$ cat src/rtl/board_input_conditioner.sv
// board_input_conditioner
//   Front end for the board command path. Raw push-buttons and slide switches
//   are brought into the clk domain through two-flop synchronisers. Each button
//   is debounced by its own FSM and counter, and a rising debounced edge
//   produces a one-cycle pulse. A press of button 0 ("send") captures the
//   synchronised switch word as a command, which is held under a valid/ack
//   handshake. A press that arrives while a command is still unconsumed is
//   dropped and recorded in a sticky overrun flag.
//
// Ports
//   clk, reset      system clock, synchronous active-high reset
//   button_raw      async raw buttons (active-high)
//   switch_raw      async raw switches
//   button_level    debounced button levels
//   button_pulse    one-cycle pulse per debounced rising edge
//   switch_stable   synchronised switches (not debounced)
//   cmd_switch      captured switch word
//   cmd_valid       cmd_switch holds an unconsumed command
//   cmd_ack         consumer accepts cmd_switch (qualified by cmd_valid)
//   overrun         sticky: a send press was dropped
//   clear_overrun   clears overrun (a simultaneous drop wins)
module board_input_conditioner #(
    parameter int NUM_BUTTONS     = 3,
    parameter int SW_WIDTH        = 8,
    parameter int DEBOUNCE_CYCLES = 500000,
    parameter int CNT_WIDTH       = 20
) (
    input  logic                   clk,
    input  logic                   reset,
    input  logic [NUM_BUTTONS-1:0] button_raw,
    input  logic [SW_WIDTH-1:0]    switch_raw,
    output logic [NUM_BUTTONS-1:0] button_level,
    output logic [NUM_BUTTONS-1:0] button_pulse,
    output logic [SW_WIDTH-1:0]    switch_stable,
    output logic [SW_WIDTH-1:0]    cmd_switch,
    output logic                   cmd_valid,
    input  logic                   cmd_ack,
    output logic                   overrun,
    input  logic                   clear_overrun
);

    typedef enum logic [1:0] {
        STABLE_LO = 2'd0,
        PEND_HI   = 2'd1,
        STABLE_HI = 2'd2,
        PEND_LO   = 2'd3
    } db_state_e;

    // The counter holds how many consecutive differing edges have been seen;
    // the edge at which it already holds DEBOUNCE_CYCLES-1 is the committing one.
    localparam logic [CNT_WIDTH-1:0] CNT_LAST = CNT_WIDTH'(DEBOUNCE_CYCLES - 1);
    localparam logic [CNT_WIDTH-1:0] CNT_ONE  = CNT_WIDTH'(1);

    // ------------------------------------------------------------------
    // Two-flop synchronisers
    // ------------------------------------------------------------------
    logic [NUM_BUTTONS-1:0] btn_sync1_q, btn_sync2_q;
    logic [SW_WIDTH-1:0]    sw_sync1_q, sw_sync2_q;

    always_ff @(posedge clk) begin
        if (reset) begin
            btn_sync1_q <= '0;
            btn_sync2_q <= '0;
            sw_sync1_q  <= '0;
            sw_sync2_q  <= '0;
        end else begin
            btn_sync1_q <= button_raw;
            btn_sync2_q <= btn_sync1_q;
            sw_sync1_q  <= switch_raw;
            sw_sync2_q  <= sw_sync1_q;
        end
    end

    assign switch_stable = sw_sync2_q;

    // ------------------------------------------------------------------
    // Per-button debounce FSM
    // ------------------------------------------------------------------
    for (genvar g = 0; g < NUM_BUTTONS; g++) begin : g_db
        db_state_e            state_q, state_d;
        logic [CNT_WIDTH-1:0] cnt_q, cnt_d;
        logic                 pulse_q, pulse_d;
        logic                 level;
        logic                 in_b;

        assign in_b = btn_sync2_q[g];

        always_ff @(posedge clk) begin
            if (reset) begin
                state_q <= STABLE_LO;
                cnt_q   <= '0;
                pulse_q <= 1'b0;
            end else begin
                state_q <= state_d;
                cnt_q   <= cnt_d;
                pulse_q <= pulse_d;
            end
        end

        always_comb begin
            state_d = state_q;
            cnt_d   = '0;
            case (state_q)
                STABLE_LO: if (in_b) begin
                    state_d = PEND_HI;
                    cnt_d   = CNT_ONE;
                end
                PEND_HI: begin
                    if (!in_b)                 state_d = STABLE_LO;
                    else if (cnt_q == CNT_LAST) state_d = STABLE_HI;
                    else                       cnt_d   = cnt_q + CNT_ONE;
                end
                STABLE_HI: if (!in_b) begin
                    state_d = PEND_LO;
                    cnt_d   = CNT_ONE;
                end
                PEND_LO: begin
                    if (in_b)                  state_d = STABLE_HI;
                    else if (cnt_q == CNT_LAST) state_d = STABLE_LO;
                    else                       cnt_d   = cnt_q + CNT_ONE;
                end
                default: state_d = STABLE_LO;
            endcase
        end

        // Level is a decode of the state: high while stable-high or while a
        // falling change is still pending confirmation.
        always_comb begin
            level   = (state_q == STABLE_HI) || (state_q == PEND_LO);
            pulse_d = (state_q == PEND_HI) && (state_d == STABLE_HI);
        end

        assign button_level[g] = level;
        assign button_pulse[g] = pulse_q;
    end

    // ------------------------------------------------------------------
    // Command capture on the send button
    // ------------------------------------------------------------------
    logic [SW_WIDTH-1:0] cmd_sw_q, cmd_sw_d;
    logic                cmd_valid_q, cmd_valid_d;
    logic                ovr_q, ovr_d;
    logic                send, drop;

    always_comb begin
        send        = button_pulse[0];
        drop        = send && cmd_valid_q && !cmd_ack;
        cmd_sw_d    = cmd_sw_q;
        cmd_valid_d = cmd_valid_q;
        if (send) begin
            // An ack in the same cycle frees the slot, so the new word loads.
            if (!cmd_valid_q || cmd_ack) begin
                cmd_sw_d    = switch_stable;
                cmd_valid_d = 1'b1;
            end
        end else if (cmd_valid_q && cmd_ack) begin
            cmd_valid_d = 1'b0;
        end
        if (drop)               ovr_d = 1'b1;
        else if (clear_overrun) ovr_d = 1'b0;
        else                    ovr_d = ovr_q;
    end

    always_ff @(posedge clk) begin
        if (reset) begin
            cmd_sw_q    <= '0;
            cmd_valid_q <= 1'b0;
            ovr_q       <= 1'b0;
        end else begin
            cmd_sw_q    <= cmd_sw_d;
            cmd_valid_q <= cmd_valid_d;
            ovr_q       <= ovr_d;
        end
    end

    assign cmd_switch = cmd_sw_q;
    assign cmd_valid  = cmd_valid_q;
    assign overrun    = ovr_q;

endmodule

$ cat config.mk
export PLATFORM = sky130hd
export DESIGN_NAME = board_input_conditioner
export DESIGN_NICKNAME = d
export VERILOG_FILES = /design/src/rtl/board_input_conditioner.sv
export SDC_FILE = /design/constraint.sdc
export NUM_CORES = 1
export LEC_CHECK = 0
export BUFFER_PORTS_ARGS = -buffer_cell sky130_fd_sc_hd__buf_2
export CAP_MARGIN = 20
export CORE_MARGIN = 4
export CORE_UTILIZATION = 45
export DETAILED_ROUTE_END_ITERATION = 7
export PLACE_DENSITY = 0.66
export SYNTH_ARGS = -nofsm -noshare
export SYNTH_HDL_FRONTEND = slang
export SYNTH_SLANG_ARGS = --single-unit
$ cat constraint.sdc
create_clock -name clk -period 1.8 [get_ports clk]
set_input_delay 0.18 -clock clk [delete_from_list [all_inputs] [get_ports clk]]
set_output_delay 0.18 -clock clk [all_outputs]
set_load 0.005 [all_outputs]
* Word level (Yosys, flattened, before mapping)
Cells that the tools add are included.
** Word-level totals
- Bits in registers :: 101
- Bits of input ports :: 15
- Output and inout port bits :: 24
- Word-level logic and storage cells :: 98
** Operators by class
- Add/sub/neg operators :: 3
- Equal/unequal tests :: 16
- Muxes and demuxes :: 44
- Reductions and logical operators :: 19
** Operators with widths (count)
- $pmux W20 S4 :: 3
- $mux W20 :: 9
- $add A20 B1 Y20 const B :: 3
- $eq A20 B19 Y1 const B :: 3
- $mux W2 :: 18
- $pmux W2 S4 :: 3
- $eq A2 B2 Y1 const B :: 9
- $mux W1 :: 11
- $eq A2 B1 Y1 const B :: 3
- $logic_and A1 B1 Y1 :: 6
- $logic_not A2 Y1 :: 3
- $logic_or A1 B1 Y1 :: 4
- $reduce_and A2 Y1 :: 2
- $reduce_bool A2 Y1 :: 2
- $logic_not A1 Y1 :: 2
- $ne A2 B1 Y1 const B :: 1

* Depth between registers and ports, before layout
Gate-level depths: netlist of run 1.
- Word-level depth :: 6
- Depth in mapped cells :: 7
- Gate-level depth less buffers :: 5

* Worst setup path before layout of run 1
No wires, ideal clock.
- Path type :: register to register
- Start point :: register g_db[2].cnt_q[0]
- End point :: register g_db[2].cnt_q[9]
- Setup time :: 0.115 ns
- Arrival :: 1.851 ns
- Data required time :: 1.685 ns
- Slack :: -0.165 ns
- Cell stages (with the launch flop) :: 8
- Buffers on the path :: 2
- Period minus slack after synthesis :: 1.965 ns
- Path through :: dfxtp_1 ha_1 nand4_1 or4_1 buf_2 o21ai_4 buf_6 nor2_1
** Between the ends
- Longest elaborated chain between the ends :: 4
- Elaborated cells between the ends (all ways) :: 6
- Those cells by class :: 1 x add/sub; 1 x eq/ne; 4 x mux
** RTL lines
- start: declaration :: RTL line 81 : logic [CNT_WIDTH-1:0] cnt_q, cnt_d;
- start signal: assignment :: RTL line 95 : cnt_q <= cnt_d;
- $add A20 B1 Y20 / $eq A20 B19 Y1 (equally long branches)
- $mux W20 * :: RTL line 110, 119
- $mux W20, on equally long branches :: RTL line 118, 109
- $pmux W20 S4 * :: RTL line 103 : case (state_q)
Mark *: on every way between the ends. The rest lies on a longest branch, timed or not.
A chain may end at the register's enable or synchronous reset.

* Worst setup path after layout of run 1
- Start point :: register g_db[2].cnt_q[7]
- End point :: register g_db[2].cnt_q[7]
The elaborated chain is that of the path after synthesis.

==> results of run 1 <==
-- final cells by class --
cell class	instances	area, um^2	share of cell area, %
clock inverters	7	91.34	1.787
clock buffers	9	123.9	2.424
well taps	108	135.1	2.644
repair buffers	95	646.9	12.66
multi-input cells	318	2036	39.83
flip-flops and latches	101	2029	39.71
inverters	13	48.80	0.9547
-- synth_stat cells (all sizes together) --
| master | n | area share, % |
|---|---|---|
| xnor2 | 37 | 7.8 |
| nand2b | 1 | 0.15 |
| clkbuf | 11 | 0.99 |
| nand4 | 19 | 2.9 |
| nor3 | 16 | 1.9 |
| o211ai | 1 | 0.18 |
| and3 | 2 | 0.30 |
| o311ai | 1 | 0.21 |
| o41ai | 1 | 0.21 |
| and4 | 6 | 1.3 |
| a31o | 1 | 0.21 |
| or2 | 1 | 0.15 |
| o21ai | 5 | 0.96 |
| xor2 | 11 | 2.3 |
| a211oi | 1 | 0.18 |
| or4 | 6 | 1.1 |
| or3 | 4 | 0.60 |
| nor2 | 77 | 7.0 |
| nand3 | 23 | 2.8 |
| a21oi | 6 | 0.72 |
| nand2 | 21 | 1.9 |
| buf | 11 | 1.8 |
| inv | 13 | 1.2 |
| nor2b | 24 | 3.6 |
| a31oi | 1 | 0.15 |
| o31ai | 1 | 0.18 |
| ha | 3 | 0.90 |
| dfxtp | 101 | 49 |
| nor3b | 3 | 0.54 |
| nor4b | 5 | 1.1 |
| nor4 | 21 | 3.5 |
| o221ai | 2 | 0.42 |
| a2111oi | 2 | 0.42 |
| nor4bb | 3 | 0.72 |
| mux2i | 13 | 3.1 |
-- power by group --
group          internal, mW  switching [mW]
logic                0.0379          0.0371
clock network         0.562           0.883
registers              2.26          0.0106
-- cells in the final DEF, fill, tap and decap left out, drive strengths merged, types with 16 or more instances in the layout --
| cell | n |
|---|---|
| buf | 95 |
| dfxtp | 101 |
| nand2 | 21 |
| nand3 | 23 |
| nand4 | 19 |
| nor2 | 77 |
| nor2b | 24 |
| nor3 | 16 |
| nor4 | 21 |
| xnor2 | 37 |
-- flip-flops by register name, indices dropped and copies added (netlist names) --
name           flops
g_db.cnt_q        60
cmd_valid          1
switch_stable      8
g_db.pulse_q       3
cmd_switch         8
sw_sync1_q         8
btn_sync2_q        3
btn_sync1_q        3
overrun            1
g_db.state_q       6
-- worst max path at each step --
stage | start | end | slack [ns] | depth (start not counted)
after floorplan | g_db[2].cnt_q[7] | g_db[2].cnt_q[9] | -0.06 | 6
after global placement | g_db[2].cnt_q[7] | g_db[2].cnt_q[7] | -0.07 | 5
after detailed placement | g_db[2].cnt_q[7] | g_db[2].cnt_q[7] | -0.11 | 5
after CTS | g_db[2].cnt_q[7] | g_db[2].cnt_q[7] | -0.01 | 5
after global routing | g_db[2].cnt_q[1] | g_db[2].state_q[1] | -0.10 | 6
final | g_db[2].cnt_q[7] | g_db[2].cnt_q[7] | -0.01 | 5
-- metrics by stage --
stage / area, um^2 / util [%]
after floorplan: 4198 / -
after global placement: 4835 / 54.64
after detailed placement: 4835 / 54.64
after CTS: 5082 / 57.44
after global routing: 5111 / 57.76
final: 5111 / 57.76
-- cell families after synthesis --
logic type	Yosys count
fa+ha+maj	3
compound gates	22
simple gates	232
mux	13
buf+inv	35
xor+xnor	48
flops	101
-- metal layers --
metal  wire length (um)  global-route usage, %
met1               3942                  19.46
met2               3956                  27.11
met3                296                  3.911
met4                 75                  3.989
met5                  0                      0
-- timing repair --
item | 4_1_cts | 5_1_grt
hold endpoints to repair | 0 | 0
resized for setup | 6 | 7
setup buffers | 2 | 0
pin swaps | 1 | 2
endpoints found under the setup margin | 23 | 36
-- critical path, stage by stage, from the launching register on --
cell     delay [ns]
dfxtp_2        0.34
or4_1          0.50
or4_4          0.49
o21ai_4        0.17
buf_12         0.16
nor2_2         0.05
==> results.py, run 1 <==
metrics = {
    "outcome": {
        "outcome": "finished with violations",
        "violations": "setup timing",
    },
    "yosys": {
        "synth-xor-area-share_pct": 10.11,
        "netlist_area_um2": 4156,
        "synthAdderAreaFrac_pct": 0.9031,
        "synth_seq_cells": 101,
        "syn-instance-count": 454,
        "synth-seq-area-share_pct": 48.65,
        "yosys-mux-area-fraction_pct": 3.131,
        "synth_top_family_by_area": "simple AND/OR/NAND/NOR gates",
        "synth_fp_nets": 472,
        "synth_cell_types": 41,
        "synth_compound_area_share_pct": 3.853,
        "syn_avg_cell_area_um2": 9.155,
        "ys_warn_count": 0,
        "synth_simple_gate_area_share_pct": 29.35,
    },
    "global_routing": {
        "antenna_found_initial": 0,
        "grt.total_usage_pct": 15.65,
        "overflow": 0,
        "grt_pass1_wl_mm": 14.48,
        "grt_pass1_vias": 3298,
        "grt_max_degree": 23,
    },
    "power": {
        "peakVddDrop_v": 0.0004038,
        "power.total_mw": 3.791,
        "power_density_nw_per_um2": 741.6,
        "p_leak_nw": 1.814,
    },
    "floorplanning": {
        "die_height_um": 104.1,
        "ioPinCount": 39,
        "chipWidth_um": 104.1,
        "core_area_um2": 8848,
        "initial_core_util_pct": 46.97,
        "die-area_um2": 10840,
        "num_rows": 34,
    },
    "clock_tree": {
        "cts_hold_buf": 0,
        "cts_root_buffer": "clkbuf_8",
        "cts_tree": "done",
        "clock_sinks": 101,
        "clockBufferDepth": 2,
        "insertion_delay_ns": 0.37,
        "h-tree-depth": 3,
        "cts-buffers-inserted": 9,
        "clk_pin_slew_worst_paths_ns": 0.11,
    },
    "route": {
        "drtPass1Iterations": 5,
        "first_iter_violations": 116,
        "drc_errors": 0,
        "detail_route.wl_per_cell_um": 12.70,
        "detail_route.vias_per_cell": 5.221,
        "final_antenna_net_count": 0,
        "totalWireLength_mm": 8.270,
        "vias": 3399,
    },
    "sta": {
        "setup_tns_ns": -0.02554,
        "holdWs_ns": 0.01355,
        "fin_ws_ns": -0.01404,
        "grt_setup_unrepaired": "yes",
        "period_needed_ns": 1.814,
        "min_period_over_period_pct": 100.8,
        "setup_viol": 4,
        "max_freq_mhz": 551.3,
        "hold_violations": 0,
        "finClkSkew_ns": 0.01768,
        "drv_slew": 0,
        "worst_pin_slew_ns": 0.5452,
        "slew_headroom_pct": 63.37,
    },
    "cells_and_area": {
        "num-fill-cells": 790,
        "area_growth_pct": 22.97,
        "final_cells": 651,
        "drive_gt1_share_pct": 24.68,
        "finalNetCount": 556,
        "diodes": 0,
    },
    "setup_path": {
        "r2r_slack_ns": -0.01,
        "r2r_end": "g_db[2].cnt_q[7]",
        "r2r_start": "g_db[2].cnt_q[7]",
        "path_max_fanout": 17,
        "critical_path_arrival_ns": 2.07,
        "cp-start-kind": "flip-flop",
        "end_kind": "flip-flop",
        "critPathKind": "reg2reg",
        "required_ns": 2.05,
        "reg2regPathDepth": 5,
    },
    "placed_design": {
        "place_ws_ns": -0.1063,
        "io_buffer_count": 38,
        "placed_cells": 633,
        "dp_hpwl_mm": 6.043,
        "gp_congestion": 0.8206,
    },
    "min_path": {
        "min-delay-start": "button_raw[1]",
        "holdPathStages": 2,
        "holdPathEnd": "btn_sync1_q[1]",
        "hold_class": "in2reg",
    },
    "run": {
        "cap_viol_max_count": 0,
    },
}
Note: power is estimated with default switching activity, not from simulation.
==> run 2: changes to the inputs <==
BUFFER_PORTS_ARGS = -buffer_cell sky130_fd_sc_hd__buf_4   (was -buffer_cell sky130_fd_sc_hd__buf_2)
CORE_MARGIN = 2   (was 4)
==> run 2 against run 1 <==
The run still ends with setup timing left. Design area increased by 1.8%. Count of clock-buffer cells in the layout unchanged. Largest power group unchanged. Critical path type unchanged. Global-route usage increased by 2.1 points.
==> results.py, run 2 (synthesis results as in run 1) <==
metrics = {
    "clock_tree": {
        "clockBufferDepth": 2,
        "cts-buffers-inserted": 9,
        "insertion_delay_ns": 0.36,
        "cts_root_buffer": "clkbuf_8",
        "clk_pin_slew_worst_paths_ns": 0.10,
        "h-tree-depth": 3,
        "clock_sinks": 101,
        "cts_tree": "done",
    },
    "sta": {
        "grt_setup_unrepaired": "yes",
        "finClkSkew_ns": 0.01421,
        "worst_pin_slew_ns": 0.6133,
        "setup_viol": 19,
        "slew_headroom_pct": 59.03,
        "fin_ws_ns": -0.02940,
        "max_freq_mhz": 546.6,
        "period_needed_ns": 1.829,
        "drv_slew": 0,
        "min_period_over_period_pct": 101.6,
        "holdWs_ns": 0.02277,
        "hold_violations": 0,
        "setup_tns_ns": -0.2845,
    },
    "power": {
        "pwr-share-comb_pct": 2.2,
        "power.switching_mw": 0.8885,
        "p_leak_nw": 1.825,
        "pwr-share-clk_pct": 39.2,
        "p_int_mw": 2.988,
        "power_density_nw_per_um2": 744.8,
        "p_seq_share_pct": 58.6,
        "power.total_mw": 3.877,
        "peakVddDrop_v": 0.0004570,
        "sw_frac_of_total_pct": 22.92,
    },
    "cells_and_area": {
        "largest_reg_flops": 60,
        "finalNetCount": 554,
        "area_growth_pct": 25.23,
        "final_area_um2": 5205,
        "diodes": 0,
        "final_cell_mix": "95 x dfxtp_1, 91 x buf_4, 77 x nor2_1",
        "drive_gt1_share_pct": 24.58,
        "num-fill-cells": 816,
        "final_cells": 652,
        "regMostFlops": "g_db.cnt_q",
        "layout_commonest_cell": "dfxtp_1",
    },
    "route": {
        "detail_route.vias_per_cell": 5.075,
        "vias": 3309,
        "first_iter_violations": 124,
        "totalWireLength_mm": 8.299,
        "final_antenna_net_count": 0,
        "drc_errors": 0,
        "detail_route.wl_per_cell_um": 12.73,
        "drtPass1Iterations": 4,
    },
    "placed_design": {
        "post_dp_cell_area_um2": 4896,
        "gp_congestion": 0.8765,
        "dp_hpwl_mm": 5.939,
        "io_buffer_count": 38,
        "placed_cells": 631,
    },
    "setup_path": {
        "required_ns": 2.05,
        "r2r_slack_ns": -0.03,
        "critPathKind": "reg2reg",
        "critical_path_arrival_ns": 2.08,
        "path_max_fanout": 17,
        "cp-start-kind": "flip-flop",
        "end_kind": "flip-flop",
    },
    "floorplanning": {
        "ioPinCount": 39,
        "die-area_um2": 10020,
        "chipWidth_um": 100.1,
        "die_height_um": 100.1,
        "num_rows": 35,
        "initial_core_util_pct": 45.63,
        "core_area_um2": 9109,
    },
    "global_routing": {
        "use_met1_pct": 22.77,
        "grt_pass1_vias": 3234,
        "grt_max_degree": 31,
        "antenna_found_initial": 0,
        "overflow": 0,
        "grt_use_met3_pct": 3.691,
        "grt-busiest-layer": "met2",
        "grt_pass1_wl_mm": 14.55,
        "grtUsageMet2_pct": 30.51,
        "grt.total_usage_pct": 17.79,
    },
    "outcome": {
        "outcome": "finished with violations",
        "violations": "setup timing",
    },
    "run": {
        "cap_viol_max_count": 0,
    },
    "min_path": {
        "hold_class": "in2reg",
    },
}
[run 2: critical path, cell delays in order (launching register included)]
cell	delay [ns]
dfxtp_2	0.33
or4_1	0.51
or4_4	0.49
o21ai_4	0.17
buf_12	0.16
nor2_1	0.05
[run 2: layer usage]
layer / share of wire, % / vias to the layer above
met3: 2.9 / 7
met5: 0 / -
met2: 49 / 41
li1: - / 1731
met1: 47 / 1530
met4: 0.95 / 0
[run 2: power groups by stage]
stage,clock [mW],combinational (mW),sequential [mW]
after CTS,1.57,0.0881,2.27
after global routing,1.67,0.0952,2.28
final,1.52,0.0867,2.27
after global placement,0,0.0849,2.32
after detailed placement,0,0.0870,2.32
after floorplan,0,0.0375,2.32
[run 2: per-stage QoR]
step | setup slack [ns] | utilization, %
CTS | -0.02743 | 56.61
detailed placement | -0.1090 | 53.75
global route | -0.09946 | 57.14
floorplan | -0.06449 | -
global placement | -0.08264 | 53.75
finish | -0.02940 | 57.14
[run 2: final timing paths]
path,start,depth (start not counted),end
hold / removal,switch_raw[7],2,sw_sync1_q[7]
hold reg to reg,btn_sync1_q[2],1,btn_sync2_q[2]
setup / recovery,g_db[2].cnt_q[7],5,g_db[2].cnt_q[3]
setup reg to reg,g_db[2].cnt_q[7],5,g_db[2].cnt_q[3]
[run 2: cell type report]
class / count / area, um^2 / area share [%]
Tap cell: 111 / 138.9 / 2.668
Sequential cell: 101 / 2029 / 38.99
Clock inverter: 7 / 88.84 / 1.707
Inverter: 13 / 48.80 / 0.9375
Multi-Input combinational cell: 318 / 2052 / 39.42
Timing Repair Buffer: 93 / 723.2 / 13.89
Clock buffer: 9 / 123.9 / 2.380
[run 2: what timing repair did]
item / 4_1_cts / 5_1_grt
buffers inserted: 3 / 2
hold buffers: 0 / 0
pin swaps: 2 / 6
resized for setup: 5 / 8
endpoints found under the setup margin: 23 / 58
==> run 3: changes to the inputs <==
CELL_PAD_IN_SITES_DETAIL_PLACEMENT = 0   (was not set)
CELL_PAD_IN_SITES_GLOBAL_PLACEMENT = 2   (was not set)
CORE_UTILIZATION = 33   (was 45)
PLACE_DENSITY = not set   (was 0.66)
PLACE_DENSITY_LB_ADDON = 0.1   (was not set)
REMOVE_ABC_BUFFERS = 1   (was not set)
==> run 3 against run 2 <==
The flow still finishes with violations (setup timing). Critical path depth is the same. Combinational power is 2% lower. Sequential share of layout area fell by 1.6 points. Non-clock buffer count is 7 higher. Clock power grew 33%. Via count increased by 2.8%. Sequential power hardly changed. Critical path type unchanged. Critical endpoint is now g_db[2].cnt_q[11].
==> results.py, run 3 (synthesis results as in run 1) <==
metrics = {
    "outcome": {
        "outcome": "finished with violations",
        "violations": "setup timing",
    },
    "sta": {
        "hold_violations": 0,
        "grt_setup_unrepaired": "yes",
        "worst_pin_slew_ns": 0.5751,
        "slew_headroom_pct": 61.37,
        "finClkSkew_ns": 0.008089,
        "setup_tns_ns": -0.1411,
        "fin_ws_ns": -0.01364,
        "drv_slew": 0,
        "min_period_over_period_pct": 100.8,
        "period_needed_ns": 1.814,
        "setup_viol": 17,
        "max_freq_mhz": 551.4,
    },
    "cells_and_area": {
        "layout_commonest_cell": "dfxtp_1",
        "area_growth_pct": 30.16,
        "final_area_um2": 5410,
        "final_cells": 715,
        "finalNetCount": 561,
        "final_cell_mix": "99 x dfxtp_1, 96 x buf_4, 77 x nor2_1",
        "diodes": 0,
        "largest_reg_flops": 60,
        "regMostFlops": "g_db.cnt_q",
        "drive_gt1_share_pct": 24.50,
    },
    "global_routing": {
        "grt_max_degree": 31,
        "grt_pass1_wl_mm": 15.55,
        "grt.total_usage_pct": 14.75,
        "overflow": 0,
        "grt_pass1_vias": 3278,
        "antenna_found_initial": 0,
    },
    "placed_design": {
        "io_buffer_count": 38,
        "place_ws_ns": -0.1501,
        "post_dp_cell_area_um2": 5002,
        "gp_congestion": 0.7336,
        "dp_hpwl_mm": 6.271,
        "placed_cells": 697,
    },
    "power": {
        "power_density_nw_per_um2": 808.7,
        "power.total_mw": 4.375,
        "peakVddDrop_v": 0.0005396,
        "p_leak_nw": 1.901,
    },
    "setup_path": {
        "reg2regPathDepth": 5,
        "required_ns": 2.05,
        "startpoint": "g_db[2].cnt_q[7]",
        "end_kind": "flip-flop",
        "r2r_slack_ns": -0.01,
        "critPathSlowestCell": "or4_1",
        "critPathKind": "reg2reg",
        "r2r_start": "g_db[2].cnt_q[7]",
        "crit_buf_inv": 1,
        "max_stage_delay_ns": 0.51,
        "crit_chain": "or4_1, or4_4, o21ai_4, buf_12, nor2_1",
        "cpLargestDelayFamily": "simple AND/OR/NAND/NOR gates",
        "cp-start-kind": "flip-flop",
        "critical_path_arrival_ns": 2.06,
        "path_max_fanout": 17,
        "r2r_end": "g_db[2].cnt_q[11]",
    },
    "clock_tree": {
        "h-tree-depth": 3,
        "cts_tree": "done",
        "clock_sinks": 101,
        "cts_root_buffer": "clkbuf_16",
        "cts-buffers-inserted": 9,
        "clk_pin_slew_worst_paths_ns": 0.07,
        "clockBufferDepth": 2,
        "insertion_delay_ns": 0.36,
    },
    "route": {
        "final_antenna_net_count": 0,
        "detail_route.wl_per_cell_um": 12.51,
        "first_iter_violations": 141,
        "vias": 3401,
        "drtPass1Iterations": 4,
        "detail_route.vias_per_cell": 4.757,
        "totalWireLength_mm": 8.944,
        "drc_errors": 0,
    },
    "floorplanning": {
        "die-area_um2": 13510,
        "initial_core_util_pct": 34.18,
        "core_area_um2": 12160,
        "die_height_um": 116.2,
        "ioPinCount": 39,
        "num_rows": 40,
        "chipWidth_um": 116.2,
    },
    "min_path": {
        "min-delay-start": "switch_raw[0]",
        "hold_class": "in2reg",
        "holdPathEnd": "sw_sync1_q[0]",
        "holdPathStages": 2,
    },
    "run": {
        "cap_viol_max_count": 0,
    },
}
==> run 3: metal layers <==
metal  share of wire (%)  vias to the layer above  track usage, %  wire length [um]
met2                  46                       45           23.18              4101
met5                   0                        -               0                 0
li1                    -                     1758               -                 -
met1                  48                     1587           18.29              4318
met4                 1.3                        0           5.079               114
met3                 4.6                       11           6.124               409
==> run 3: timing repair <==
item	CTS	global route
pin swaps	2	3
buffers inserted	1	2
gates cloned	0	0
setup endpoints to repair	24	44
resized for setup	10	7
hold buffers	0	0
==> run 3: how the worst max path moves through the flow <==
| stage | endpoint | slack (ns) | cells after the start |
|---|---|---|---|
| 5_1_grt | g_db[2].cnt_q[18] | -0.12 | 6 |
| 2_1_floorplan | g_db[2].cnt_q[10] | -0.18 | 5 |
| 3_3_place_gp | g_db[2].cnt_q[9] | -0.08 | 5 |
| 6_report | g_db[2].cnt_q[11] | -0.01 | 5 |
| 4_1_cts | g_db[2].cnt_q[11] | -0.02 | 5 |
| 3_5_place_dp | g_db[2].pulse_q | -0.15 | 4 |
==> run 3: area by class of cell <==
cell class                 instances  area [um^2]
sequential                       101         2024
tap                              168        210.2
inverter                          13        48.80
timing repair buffer             100        783.3
fill                            1228         6751
clock buffer                      10        239.0
multi-input combinational        318         2038
clock inverter                     5        66.31
==> run 3: through the flow <==
| step | utilization, % | hold slack (ns) |
|---|---|---|
| floorplan | - | 0.2516 |
| global placement | 41.13 | 0.3901 |
| detailed placement | 41.13 | 0.3951 |
| CTS | 44.07 | 0.01412 |
| global route | 44.49 | 0.01397 |
| finish | 44.49 | 0.02788 |
==> run 3: power breakdown <==
group | switching [mW] | leakage [nW] | internal [mW] | total [mW]
combinational | 0.0362 | 0.934 | 0.0486 | 0.0848
sequential | 0.0101 | 0.819 | 2.26 | 2.27
clock | 0.893 | 0.147 | 1.13 | 2.02
total | 0.939 | 1.90 | 3.44 | 4.38
